===== src/rtl/matrix_sub_pkg.sv =====
// Shared constants, state encoding and lane-packing helper for the row subtract sequencer.
package matrix_sub_pkg;

   localparam int LANES    = 8;
   localparam int EW       = 16;
   localparam int ROW_BITS = LANES * EW;

   typedef enum logic [1:0] {
      IDLE  = 2'd0,
      RUN   = 2'd1,
      DRAIN = 2'd2,
      DONE  = 2'd3
   } state_t;

   // Lane 0 sits in the most significant slot of a row.
   function automatic int lane_msb(input int i);
      return ROW_BITS - 1 - EW * i;
   endfunction

endpackage


===== src/rtl/matrix_sub_lanes.sv =====
// Purely combinational 8-lane unsigned subtract; each lane also reports whether it borrowed.
module matrix_sub_lanes
   import matrix_sub_pkg::*;
(
   input  logic [ROW_BITS-1:0] i_a,
   input  logic [ROW_BITS-1:0] i_b,
   output logic [ROW_BITS-1:0] o_diff,
   output logic [LANES-1:0]    o_borrow
);

   for (genvar g = 0; g < LANES; g++) begin : g_lane
      logic [EW:0] w_d;

      // The extra top bit of the widened difference is the borrow out.
      assign w_d = {1'b0, i_a[lane_msb(g) -: EW]} - {1'b0, i_b[lane_msb(g) -: EW]};
      assign o_diff[lane_msb(g) -: EW] = w_d[EW-1:0];
      assign o_borrow[LANES-1-g]       = w_d[EW];
   end

endmodule


===== src/rtl/matrix_sub_seq.sv =====
// Streams a job of num_rows operand rows through the lane subtractor into a 2-entry result FIFO.
module matrix_sub_seq
   import matrix_sub_pkg::*;
#(
   parameter int ROW_W = 8
) (
   input  logic                clk,
   input  logic                rst,
   input  logic                start,
   input  logic [ROW_W-1:0]    num_rows,
   output logic                busy,
   input  logic                in_valid,
   output logic                in_ready,
   input  logic [ROW_BITS-1:0] in_a,
   input  logic [ROW_BITS-1:0] in_b,
   output logic                out_valid,
   input  logic                out_ready,
   output logic [ROW_BITS-1:0] out_data,
   output logic [LANES-1:0]    out_borrow,
   output logic                out_last,
   output logic                done
);

   state_t              r_state;
   logic [ROW_W-1:0]    r_num_rows;
   logic [ROW_W-1:0]    r_acc_cnt;
   logic [ROW_BITS-1:0] r_mem_data   [2];
   logic [LANES-1:0]    r_mem_borrow [2];
   logic                r_mem_last   [2];
   logic                r_wr_ptr;
   logic                r_rd_ptr;
   logic [1:0]          r_count;

   logic [ROW_BITS-1:0] w_diff;
   logic [LANES-1:0]    w_borrow;
   logic [ROW_W-1:0]    w_acc_next;
   logic                w_push;
   logic                w_pop;

   matrix_sub_lanes u_lanes (
      .i_a      (in_a),
      .i_b      (in_b),
      .o_diff   (w_diff),
      .o_borrow (w_borrow)
   );

   // Both ports use valid/ready: a beat transfers on a rising edge where valid && ready;
   // the producer holds its payload stable until then, and ready may depend on the
   // sink's ready (a full buffer can take a new row in the same cycle one leaves).
   assign in_ready   = (r_state == RUN) && (r_acc_cnt < r_num_rows)
                       && ((r_count != 2'd2) || out_ready);
   assign out_valid  = (r_count != 2'd0);
   assign w_push     = in_valid && in_ready;
   assign w_pop      = out_valid && out_ready;
   assign w_acc_next = r_acc_cnt + ROW_W'(1);

   assign busy = (r_state != IDLE);
   assign done = (r_state == DONE);

   always_comb begin
      out_data   = '0;
      out_borrow = '0;
      out_last   = 1'b0;
      if (out_valid) begin
         out_data   = r_mem_data[r_rd_ptr];
         out_borrow = r_mem_borrow[r_rd_ptr];
         out_last   = r_mem_last[r_rd_ptr];
      end
   end

   always_ff @(posedge clk) begin
      if (rst) begin
         r_state    <= IDLE;
         r_num_rows <= '0;
         r_acc_cnt  <= '0;
      end else begin
         case (r_state)
            IDLE: begin
               if (start) begin
                  r_num_rows <= num_rows;
                  r_acc_cnt  <= '0;
                  r_state    <= (num_rows == '0) ? DONE : RUN;
               end
            end
            RUN: begin
               if (w_push) begin
                  r_acc_cnt <= w_acc_next;
                  if (w_acc_next == r_num_rows) r_state <= DRAIN;
               end
            end
            DRAIN: begin
               // Leave as the final entry is handshaken so done follows it by one cycle.
               if ((r_count == 2'd0) || ((r_count == 2'd1) && w_pop)) r_state <= DONE;
            end
            DONE:    r_state <= IDLE;
            default: r_state <= IDLE;
         endcase
      end
   end

   always_ff @(posedge clk) begin
      if (rst) begin
         r_wr_ptr <= 1'b0;
         r_rd_ptr <= 1'b0;
         r_count  <= 2'd0;
      end else begin
         if (w_push) begin
            r_mem_data[r_wr_ptr]   <= w_diff;
            r_mem_borrow[r_wr_ptr] <= w_borrow;
            r_mem_last[r_wr_ptr]   <= (w_acc_next == r_num_rows);
            r_wr_ptr               <= ~r_wr_ptr;
         end
         if (w_pop) r_rd_ptr <= ~r_rd_ptr;
         case ({w_push, w_pop})
            2'b10:   r_count <= r_count + 2'd1;
            2'b01:   r_count <= r_count - 2'd1;
            default: r_count <= r_count;
         endcase
      end
   end

endmodule


===== config.mk =====
export PLATFORM = sky130hd
export DESIGN_NAME = matrix_sub_seq
export DESIGN_NICKNAME = d
export VERILOG_FILES = /design/src/rtl/matrix_sub_pkg.sv /design/src/rtl/matrix_sub_lanes.sv /design/src/rtl/matrix_sub_seq.sv
export SDC_FILE = /design/constraint.sdc
export NUM_CORES = 1
export LEC_CHECK = 0
export BUFFER_PORTS_ARGS = -buffer_cell sky130_fd_sc_hd__buf_4
export CORE_MARGIN = 2
export CORE_UTILIZATION = 52
export CTS_BUF_LIST = sky130_fd_sc_hd__clkbuf_4
export DETAILED_ROUTE_END_ITERATION = 6
export GPL_ROUTABILITY_DRIVEN = 0
export PLACE_DENSITY = 0.73
export SLEW_MARGIN = 25
export SYNTH_ARGS = -nofsm -noshare
export SYNTH_HDL_FRONTEND = slang
export SYNTH_SLANG_ARGS = --single-unit
export TNS_END_PERCENT = 100

===== constraint.sdc =====
create_clock -name clk -period 25.1 [get_ports clk]
set_input_delay 1.255 -clock clk [delete_from_list [all_inputs] [get_ports clk]]
set_output_delay 1.255 -clock clk [all_outputs]
set_load 0.02 [all_outputs]

Word level (Yosys, flattened, before mapping)
Memories as Yosys holds them, arrays and structs flattened. A register that Yosys moved wholly into a read port is not among the register bits.
Cells that the tools add are included.
W data, S select, Z words.
{"block": "totals", "ff_bits": 22, "ramBits": 274, "inputBits": 269, "elab_cells": 74, "memories": 3}
{"block": "op_classes", "addsub": 11, "n_lt_le_gt_ge": 1, "eq_ne": 12, "n_mux": 22, "bitwise": 2, "reduce_logical": 17}
{"memory": "r_mem_data", "depth": 2, "width": 128, "rd": 1, "rd_clocked_by_memory_dff": 1, "wr": 1, "line": "matrix_sub_seq.sv:27", "source": "logic [ROW_BITS-1:0] r_mem_data [2];"}
{"memory": "r_mem_borrow", "depth": 2, "width": 8, "rd": 1, "rd_clocked_by_memory_dff": 1, "wr": 1, "line": "matrix_sub_seq.sv:28", "source": "logic [LANES-1:0] r_mem_borrow [2];"}
{"memory": "r_mem_last", "depth": 2, "width": 1, "rd": 1, "rd_clocked_by_memory_dff": 1, "wr": 1, "line": "matrix_sub_seq.sv:29", "source": "logic r_mem_last [2];"}
{"operator": "$sub A16 B16 Y17", "count": 8}
{"operator": "$mux W128", "count": 1}
{"operator": "$mux W8", "count": 3}
{"operator": "$pmux W8 S2", "count": 1}
{"operator": "$mux W1", "count": 10}
{"operator": "$mux W2", "count": 5}
{"operator": "$add A8 B1 Y8 const B", "count": 1}
{"operator": "$eq A8 B8 Y1", "count": 1}
{"operator": "$logic_not A8 Y1", "count": 1}
{"operator": "$lt A8 B8 Y1", "count": 1}
{"operator": "$ne A2 B2 Y1 const B", "count": 4}
{"operator": "$pmux W2 S4", "count": 1}
{"operator": "$reduce_bool A2 Y1", "count": 4}
{"operator": "$eq A2 B1 Y1 const B", "count": 3}
{"operator": "$eq A2 B2 Y1 const B", "count": 3}
{"operator": "$logic_and A1 B1 Y1", "count": 5}
{"operator": "$logic_not A2 Y1", "count": 2}
{"operator": "$pmux W2 S2", "count": 1}
{"operator": "$reduce_and A4 Y1", "count": 1}
{"operator": "$reduce_and A3 Y1", "count": 1}
{"operator": "$add A2 B1 Y2 const B", "count": 1}
{"operator": "$logic_or A1 B1 Y1", "count": 2}
{"operator": "$ne A2 B1 Y1 const B", "count": 1}
{"operator": "$not A1 Y1", "count": 2}
{"operator": "2 further kinds", "count": 2}

Logic depth before layout (Yosys ltp)
Gate-level depths: netlist of run 1.
{"block": "depth", "word_depth": 7, "depth_mapped": 12, "mapped_depth_nobuf": 11}

Modules after synthesis
From an unflattened synthesis of run 1, not the netlist that was laid out.
{"block": "unflattened", "cells_unflattened": 1620, "hier_area_um2": 17860.9}
{"mod": "matrix_sub_seq", "instances": 1, "cells_per_inst": 770, "area_each_um2": 11830.1, "seq_area_each_um2": 8688.3}
{"mod": "matrix_sub_lanes", "instances": 1, "cells_per_inst": 850, "area_each_um2": 6030.8, "seq_area_each_um2": 0.0}

Least setup slack after synthesis of run 1
Ideal clock, no wire load.
{"block": "synth_path", "path_kind": "input -> register", "startpoint": "in out_ready", "endpoint": "mem r_mem_borrow[0][0] (enable)", "setup_ns": 0.801, "arrival_ns": 11.104, "required_ns": 24.299, "slack_ns": 13.195, "cell_stages": 6, "n_path_buf": 1, "path_cell_list": "inv_1 a211oi_1 and3_1 buf_2 inv_2 nor3_1"}
{"block": "synth_via", "elab_chain_len": 6}
{"item": "start: declaration", "line": "matrix_sub_seq.sv:17", "source": "input logic out_ready,"}
{"item": "$logic_or A1 B1 Y1", "line": "matrix_sub_seq.sv:51", "source": "&& ((r_count != 2'd2) || out_ready);"}
{"item": "$logic_and A1 B1 Y1", "line": "matrix_sub_seq.sv:51"}
{"item": "$logic_and A1 B1 Y1", "line": "matrix_sub_seq.sv:53", "source": "assign w_push = in_valid && in_ready;"}
{"item": "$mux W1", "line": "matrix_sub_seq.sv:107", "source": "if (w_push) begin"}
{"item": "$mux W1", "line": "matrix_sub_seq.sv:102", "source": "if (rst) begin"}
{"item": "$mux W1 (not written as such)", "line": "matrix_sub_seq.sv:109", "source": "r_mem_borrow[r_wr_ptr] <= w_borrow;"}
{"item": "end: declaration", "line": "matrix_sub_seq.sv:28"}
No other way between the ends.

==> out/metrics.cfg, run 1 <==
[outcome]
outcome = complete, no violations

[place]
hpwl_after_dpl_um = 33900
numPortBuffers = 409
area_after_detailed_placement_mm2 = 0.0212
placed_cells = 2449

[grt]
first_pass_grt_wire_length_um = 69400
grt_pass1_vias = 13700
met2_usage_pct = 41.6
globalRouteOverflowTotal = 0
grtUsageTotal_pct = 24.9
top_usage_layer = met2
grtUsageMet3_pct = 5.62
global_route.usage.met1_pct = 30.6
grt_antenna_before_repair = 4
maximum_number_of_pins_on_one_net_before_global_route_repair = 92

[pwr]
net-switching-power_mw = 0.597
power.density_cell_area_mw_per_mm2 = 75.5
power.sequential.fraction_pct = 36.5
p_leak_nw = 9.59
switching_part_of_the_total_pct = 35.6
vdd.ir_drop.worst_uv = 50.4
power_frac_comb_pct = 39.1
fin_total_pwr_mw = 1.68
power.internal_mw = 1.08
power.clock.fraction_pct = 24.3

[setup_path]
crit_chain = buf_4 > buf_4 > mux2i_1 > nor2_1 > buf_4
worstSetupPathType = reg -> out
setup.worst_path.start_class = register
crit-reg2reg-launch = r_acc_cnt[5]
reg2regPathDepth = 8
critical_path.max_stage_delay_ns = 0.91
critical-path-top-cell-by-count = buf_4
slowest_stage = dfxtp_4
critical_path_peak_fanout = 49
reg2reg_setup_slack_ns = 21.37
rr_endpoint = r_mem_data[1][66]
end_kind = primary output
arrival_ns = 3.74
worst-endpoint-required_ns = 23.84
worst_setup_path_endpoint = out_data[78]

[clocking]
h-tree-depth = 3
clk-insertion-delay-late_ns = 0.66
cts_setup_buffers = 0
clk_path_buf_depth = 3
cts_num_sinks = 297
cts_repair_resize_count = 0
clock_tree_from_tritoncts = built
cts_root_buffer = clkbuf_4
cts.clk_slew.worst_paths_ns = 0.06
holdBufCountCts = 0
cts_inserted_buffers = 76

[layout]
design_area_mm2 = 0.0222
final_core_util_pct = 66.2
layout_commonest_cell = buf_4
post_route_cells_drive_above_1_share_pct = 26.2
finalNetCount = 2501
fin_cells = 2583
fillers = 2708
layout.cells.most_common_list = buf_4, edfxtp_1, nor2_1, inv_1, ha_1
area_delta_synth_final_pct = 25.5

[timing]
relSlewSlack_pct = 32.6
final.period_utilization_pct = 19.9
timing_worst_slew_pin_value_ns = 1.01
timing.final.max_slew_violations = 0
timing_hold_violations_final = 0
finalSetupViolCount = 0
final.setup_skew_ns = 0.0395
totalNegativeSetupSlack_ns = 0
unrepaired_setup_endpoints_after_global_routing = no
finalWorstPathRequiredPeriod_ns = 4.99
fmax_mhz = 200

[logic_synthesis]
post_synth_fa_ha_maj_area_fraction_pct = 11.2
netlist_instances = 1628
synth_xor_area_share_pct = 5.79
yosys.cell_types.count = 63
synthesis.yosys.warnings = 0
synth_compound_gate_area_share_pct = 11.5
synth-main-ff-cell = edfxtp_1
post_synth_mux_area_share_pct = 7.80
synth_simple_gate_area_share_pct = 9.84
synth.yosys.seq_area_share_pct = 49.1
synth_seq_cells = 297
mappedNetlistArea_mm2 = 0.0177
synth_area_per_cell_um2 = 10.9
largest_family_of_logic_cells_by_synthesized_area = compound AO/OA/AOI/OAI gates
synth-edff-count = 274
asr_flop_ratio_synth_pct = 0
synth_nets = 2050

[drt]
vias_per_cell = 5.36
routedWlPerCell_um = 17.5
drt_wl_total_um = 45200
remaining_drc_errors = 0
num_vias = 13800
detail_route.iter0.violations = 841
drt.antenna.violating_nets = 0
dr.pass1.iters = 5

[floorplanning]
design.die.area_mm2 = 0.0355
top_level_ports = 410
die_x_um = 189
core_area_mm2 = 0.0335
die_h_um = 189
fp-row-count = 67
initial_utilization_pct = 52.8

[job]
drv.max_cap_violation_count = 0

[hold_path]
timing.hold.worst.class = reg -> reg
worstHoldStart = r_num_rows[2]

==> routing by layer <==
| metal | wire (um) | part of all wire [%] |
|---|---|---|
| met5 | 13 | 0.029 |
| met4 | 1890 | 4.2 |
| met3 | 3670 | 8.1 |
| met2 | 21800 | 48 |
| met1 | 17900 | 39 |
==> power groups by stage <==
stage | logic [mW] | registers (mW) | clock network (mW)
CTS | 0.659 | 0.613 | 0.422
global placement | 0.642 | 0.623 | 0
detailed placement | 0.657 | 0.623 | 0
global route | 0.709 | 0.616 | 0.447
floorplan | 0.427 | 0.613 | 0
finish | 0.656 | 0.613 | 0.408
==> layout make-up <==
cell class	instances	area, um^2	share of cell area [%]
diodes	3	7.51	0.0338
clock buffers	107	803	3.62
clock inverters	24	149	0.670
inverters	184	691	3.11
multi-input cells	1105	8180	36.8
flip-flops and latches	297	8690	39.1
well taps	448	561	2.52
repair buffers	415	3120	14.1
==> kinds of logic after synthesis <==
| group | after synthesis |
|---|---|
| simple gates | 390 |
| compound gates | 307 |
| flops | 297 |
| buf+inv | 226 |
| fa+ha+maj | 153 |
| mux | 138 |
| xor+xnor | 117 |
==> how the worst min path moves through the flow <==
| stage | end | cells after the start |
|---|---|---|
| after floorplan | r_num_rows[0] | 2 |
| after global placement | r_num_rows[4] | 2 |
| after detailed placement | r_num_rows[0] | 2 |
| after CTS | r_num_rows[0] | 2 |
| after global routing | r_num_rows[2] | 2 |
| final | r_num_rows[2] | 2 |
==> worst max-delay path: cells and delay by family (launching register included) <==
family	cells	cell delay (ns)
buffers and inverters	3	1.67
flip-flops	1	0.91
multiplexers	1	0.35
AND/OR/NAND/NOR	1	0.07
==> synth_stat cells, drive strengths merged (3+ instances only) <==
cell,count,area share (%)
o211ai,6,0.25
edfxtp,274,46
dfxtp,23,2.6
a21oi,92,2.6
or3,7,0.25
nor3,19,0.54
o21bai,9,0.40
buf,18,0.40
nor2b,21,0.74
a21boi,5,0.21
a2111oi,3,0.18
inv,184,3.9
nand3,23,0.68
xnor2,84,4.2
a311oi,11,0.61
o31ai,8,0.34
o21a,35,1.5
nand2b,19,0.67
nand4,6,0.21
a31o,6,0.30
a211oi,7,0.30
o21ai,47,1.3
ha,145,10
nor2,210,4.5
a21o,40,1.7
nor4,7,0.25
clkbuf,24,0.51
mux2i,138,7.8
o2bb2ai,4,0.20
xor2,33,1.6
o31a,4,0.20
fa,8,0.90
a31oi,15,0.57
and3,9,0.32
and2,7,0.25
nand2,55,1.2
or2,3,0.11
==> registers in the layout, indices dropped and copies added (netlist names), named ones only <==
register      cells
r_mem_borrow     16
r_mem_last        2
r_count           2
r_mem_data      256
r_wr_ptr          1
r_state           2
r_rd_ptr          1
r_acc_cnt         8
r_num_rows        8
==> metrics by stage <==
step / setup WS, ns / hold slack, ns
after floorplan: 13.19 / 0.441
after detailed placement: 20.71 / 0.481
after global placement: 20.80 / 0.476
final: 20.11 / 0.497
after global routing: 19.81 / 0.523
after CTS: 19.95 / 0.492
(Power assumes the default switching activity.)
==> inputs of run 2 (changes only) <==
--- a/config.mk
+++ b/config.mk
@@ -5,13 +5,14 @@
 export SDC_FILE = /design/constraint.sdc
 export NUM_CORES = 1
 export LEC_CHECK = 0
+export ABC_AREA = 1
 export BUFFER_PORTS_ARGS = -buffer_cell sky130_fd_sc_hd__buf_4
 export CORE_MARGIN = 2
 export CORE_UTILIZATION = 52
 export CTS_BUF_LIST = sky130_fd_sc_hd__clkbuf_4
 export DETAILED_ROUTE_END_ITERATION = 6
 export GPL_ROUTABILITY_DRIVEN = 0
-export PLACE_DENSITY = 0.73
+export PLACE_DENSITY = 0.74
 export SLEW_MARGIN = 25
 export SYNTH_ARGS = -nofsm -noshare
 export SYNTH_HDL_FRONTEND = slang
==> constraint.sdc (replaced) <==
create_clock -name clk -period 4.7 [get_ports clk]
set_input_delay 0.235 -clock clk [delete_from_list [all_inputs] [get_ports clk]]
set_output_delay 0.235 -clock clk [all_outputs]
set_load 0.02 [all_outputs]
==> out/metrics.cfg, run 2 <==
[setup_path]
critical_path_peak_fanout = 53
worst-endpoint-required_ns = 4.47
end_kind = primary output
arrival_ns = 2.97
worstSetupPathType = reg -> out
setup.worst_path.start_class = register

[floorplanning]
fp-row-count = 67
die_h_um = 188
die_x_um = 188
core_area_mm2 = 0.0334
design.die.area_mm2 = 0.0352
top_level_ports = 410
initial_utilization_pct = 52.6

[timing]
fmax_mhz = 312
timing.final.max_slew_violations = 0
timing_hold_violations_final = 0
finalSetupViolCount = 0
finalWorstPathRequiredPeriod_ns = 3.21
final.period_utilization_pct = 68.2
timing_worst_slew_pin_value_ns = 1.01
final.setup_skew_ns = 0.0530
unrepaired_setup_endpoints_after_global_routing = no
relSlewSlack_pct = 32.7
totalNegativeSetupSlack_ns = 0

[logic_synthesis]
synthTopCellsByCount = nor2_1, edfxtp_1, inv_1, nand2_1, o21ai_0
synthesis.yosys.warnings = 0
mappedNetlistArea_mm2 = 0.0175
yosys_top_cell_area_share_pct = 46.9
synth-edff-count = 274
asr_flop_ratio_synth_pct = 0
synthMostInstantiatedCell = nor2_1
synth.yosys.seq_area_share_pct = 49.5
synth_nets = 2328
synth_top_cell_by_area = edfxtp_1
yosys-top-cells-area = edfxtp_1, ha_1, nor2_1
synth-main-ff-cell = edfxtp_1
netlist_instances = 1906
synth_seq_cells = 297
synth_area_per_cell_um2 = 9.20
yosys.cell_types.count = 33

[clocking]
cts_repair_resize_count = 0
h-tree-depth = 3
cts_num_sinks = 297
cts_inserted_buffers = 81
cts_root_buffer = clkbuf_4
cts.clk_slew.worst_paths_ns = 0.06
clk-insertion-delay-late_ns = 0.70
clock_tree_from_tritoncts = built
clk_path_buf_depth = 3

[drt]
routedWlPerCell_um = 15.6
vias_per_cell = 5.17
drt.antenna.violating_nets = 0
detail_route.iter0.violations = 768
num_vias = 15000
drt_wl_total_um = 45100
dr.pass1.iters = 5
remaining_drc_errors = 0

[layout]
design_area_mm2 = 0.0224
finalNetCount = 2806
final-seq-area_mm2 = 0.00869
fillers = 2694
layout.cells.most_common_list = buf_4, nor2_1, edfxtp_1, inv_1, nand2_1
layout_commonest_cell = buf_4
multi_input_comb_area_mm2 = 0.00771
registers.top_by_ff_count = r_mem_data
flip_flop_count_of_the_largest_register_all_copies_and_words_added = 256
area_delta_synth_final_pct = 27.7
reg_top3 = r_mem_data x256, r_mem_borrow x16
post_route_cells_drive_above_1_share_pct = 23.3

[pwr]
p_leak_nw = 10.6
power.density_cell_area_mw_per_mm2 = 474
fin_total_pwr_mw = 10.6
vdd.ir_drop.worst_uv = 263

[place]
hpwl_after_dpl_um = 32500
area_after_detailed_placement_mm2 = 0.0210
numPortBuffers = 409

[grt]
grtUsageTotal_pct = 25.1
grt_antenna_before_repair = 1
globalRouteOverflowTotal = 0
maximum_number_of_pins_on_one_net_before_global_route_repair = 78
grt_pass1_vias = 15000
first_pass_grt_wire_length_um = 71500

[hold_path]
timing.hold.worst.class = in -> reg

[job]
drv.max_cap_violation_count = 0

[outcome]
outcome = complete, no violations

run 2: worst paths after layout:
path,start,endpoint,slack (ns),cells past startpoint
worst max register to register,r_state[1],r_mem_data[0][46],1.69,9
worst min-delay path,in_b[81],r_mem_data[0][81],0.05,3
worst max-delay path,r_count[0],out_data[124],1.49,7
worst min register to register,r_num_rows[0],r_num_rows[0],0.48,2
run 2: cells by family after synthesis:
logic type,after synthesis,synth area share (%)
adder cells (fa/ha/maj),153,11.3
AO/OA/AOI/OAI,388,11.9
XOR/XNOR,114,5.69
flip-flops,297,49.5
AND/OR/NAND/NOR,650,15.0
buffers and inverters,304,6.55
run 2: metal layers:
| layer | GRT usage [%] | routed length, um |
|---|---|---|
| met3 | 6.03 | 3280 |
| met2 | 45.3 | 23000 |
| met5 | 0 | 0 |
| met1 | 28.5 | 17500 |
| met4 | 10.1 | 1380 |
run 2: metrics by stage:
stage | setup slack, ns | hold WS (ns) | cells | util, %
after floorplan | 0.245 | 0.307 | 1906 | -
after global placement | 1.78 | 0.432 | 2714 | 63.1
after detailed placement | 1.70 | 0.451 | 2714 | 63.1
after CTS | 1.39 | 0.000735 | 2895 | 67.2
after global routing | 1.27 | 0.0156 | 2896 | 67.2
final | 1.49 | 0.0493 | 2896 | 67.2
run 2: final cells by class:
| type | instances | share of cell area (%) |
|---|---|---|
| flip-flops and latches | 297 | 38.8 |
| multi-input cells | 1305 | 34.4 |
| repair buffers | 452 | 15.6 |
| inverters | 247 | 4.18 |
| clock buffers | 123 | 4.12 |
| well taps | 448 | 2.50 |
| clock inverters | 23 | 0.396 |
| diodes | 1 | 0.0112 |
run 2: what timing repair did:
item | in CTS | in global routing
endpoints found under the hold margin | 57 | 0
buffers inserted | 0 | 0
hold buffers | 35 | 0
run 2: worst max-delay path, cell delays in order, from the launching register on:
cell and delay, ns:
dfxtp_1 0.35, inv_1 0.09, ha_1 0.23, clkinv_2 0.45, buf_4 0.55, o21ai_0 0.19
nor2_1 0.21, buf_4 0.18
run 2: power breakdown:
part / internal (mW) / leakage, nW / switching [mW]
logic: 1.79 / 7.29 / 3.24
registers: 3.23 / 2.66 / 0.141
clock network: 1.19 / 0.612 / 1.03
==> inputs of run 3 (changes only) <==
==> constraint.sdc (replaced) <==
create_clock -name clk -period 3.3 [get_ports clk]
set_input_delay 0.165 -clock clk [delete_from_list [all_inputs] [get_ports clk]]
set_output_delay 0.165 -clock clk [all_outputs]
set_load 0.02 [all_outputs]
==> out/metrics.cfg, run 3 (synthesis results as in run 2) <==
[outcome]
outcome = complete, no violations

[layout]
fin_cells = 2911
reg_top3 = r_mem_data x256, r_mem_borrow x16
multi_input_comb_area_mm2 = 0.00772
layout.cells.most_common_list = buf_4, nor2_1, edfxtp_1, inv_1, nand2_1
final-seq-area_mm2 = 0.00870
design_area_mm2 = 0.0227
fillers = 2653
layout_commonest_cell = buf_4
registers.top_by_ff_count = r_mem_data
finalNetCount = 2835
post_route_cells_drive_above_1_share_pct = 23.5
flip_flop_count_of_the_largest_register_all_copies_and_words_added = 256
area_delta_synth_final_pct = 29.6

[hold_path]
timing.hold.worst.class = in -> reg
worstHoldStart = in_b[15]

[setup_path]
crit_chain = inv_1 > ha_1 > clkinv_2 > buf_12 > o21ai_0 > nor2_1 > buf_4
arrival_ns = 2.64
setup.worst_path.start_class = register
critical_path_peak_fanout = 74
worst-endpoint-required_ns = 3.13
end_kind = primary output
crit-reg2reg-launch = r_state[1]
worstSetupPathType = reg -> out
critical_path.max_stage_delay_ns = 0.34
timing.critical_path.from = r_count[1]
slowest_stage = dfxtp_1

[grt]
first_pass_grt_wire_length_um = 72800
grtUsageTotal_pct = 25.3
grt_antenna_before_repair = 1
maximum_number_of_pins_on_one_net_before_global_route_repair = 96
grt_pass1_vias = 15000
globalRouteOverflowTotal = 0

[floorplanning]
top_level_ports = 410
design.die.area_mm2 = 0.0352
core_area_mm2 = 0.0334
die_h_um = 188
fp-row-count = 67
die_x_um = 188
initial_utilization_pct = 52.6

[place]
numPortBuffers = 409
area_after_detailed_placement_mm2 = 0.0212
pre_cts_ws_ns = 0.593
hpwl_after_dpl_um = 32800
placed_cells = 2720

[timing]
timing_worst_slew_pin_value_ns = 0.697
post_route_setup_slack_ns = 0.497
finalWorstPathRequiredPeriod_ns = 2.80
timing.final.max_slew_violations = 0
final.setup_skew_ns = 0.0480
fmax_mhz = 357
totalNegativeSetupSlack_ns = 0
finalSetupViolCount = 0
relSlewSlack_pct = 53.6
final.period_utilization_pct = 84.9
unrepaired_setup_endpoints_after_global_routing = no
timing_hold_violations_final = 0

[drt]
met2RoutedLength_um = 22800
routedWlPerCell_um = 15.7
remaining_drc_errors = 0
vias_per_cell = 5.20
drt_wl_total_um = 45600
dr.pass1.iters = 6
detail_route.iter0.violations = 759
wl_met1_um = 18100
drt.antenna.violating_nets = 0
uppermost_signal_routing_layer_after_detailed_routing = met4
num_vias = 15100
routed-wl-met3_um = 3030

[pwr]
power.density_cell_area_mw_per_mm2 = 667
fin_total_pwr_mw = 15.2
vdd.ir_drop.worst_uv = 412
p_leak_nw = 10.7

[clocking]
cts_inserted_buffers = 78
clk-insertion-delay-late_ns = 0.66
cts.clk_slew.worst_paths_ns = 0.06
cts_num_sinks = 297
h-tree-depth = 3
clk_path_buf_depth = 3
cts_repair_resize_count = 0
cts_setup_buffers = 0
cts_root_buffer = clkbuf_4
clock_tree_from_tritoncts = built

[job]
drv.max_cap_violation_count = 0

[run 3: cell type report]
| type | count | share of cell area, % |
|---|---|---|
| flip-flops and latches | 297 | 38.3 |
| multi-input cells | 1305 | 34.0 |
| clock buffers | 105 | 3.47 |
| inverters | 247 | 4.11 |
| well taps | 448 | 2.47 |
| diodes | 1 | 0.0110 |
| clock inverters | 24 | 0.682 |
| repair buffers | 484 | 17.0 |
[run 3: worst paths after layout]
| kind | endpoint | slack [ns] | cells after the start |
|---|---|---|---|
| worst max register to register | r_mem_data[0][15] | 0.64 | 9 |
| worst min-delay path | r_mem_borrow[0][0] | 0.05 | 4 |
| worst max-delay path | out_borrow[0] | 0.50 | 7 |
| worst min register to register | r_num_rows[0] | 0.45 | 2 |
[run 3: critical path: cells and delay by family, from the launching register on]
kind,cells,cell delay (ns)
AND/OR/NAND/NOR,1,0.34
AO/OA/AOI/OAI,1,0.14
flip-flops,1,0.34
buffers and inverters,4,0.94
adder cells (fa/ha/maj),1,0.22
[run 3: where the power goes]
group	switching [mW]	leakage (nW)	internal [mW]
combinational	4.66	7.45	2.65
sequential	0.165	2.66	4.60
clock	1.45	0.566	1.63
[run 3: timing repair]
item,in CTS,in global routing
hold endpoints to repair,92,0
hold buffers,61,0
endpoints found under the setup margin,0,0
[run 3: layer usage]
metal  vias to the layer above  GRT usage (%)
li1                       7477              -
met2                       503           45.1
met4                         0           10.8
met5                         -              0
met1                      7048           29.6
met3                        95           5.43
[run 3: metrics by stage]
step | hold WS, ns | utilization [%]
finish | 0.0547 | 68.2
global route | 0.0116 | 68.2
CTS | 0.00264 | 68.1
detailed placement | 0.371 | 63.5
global placement | 0.360 | 63.5
floorplan | 0.237 | -
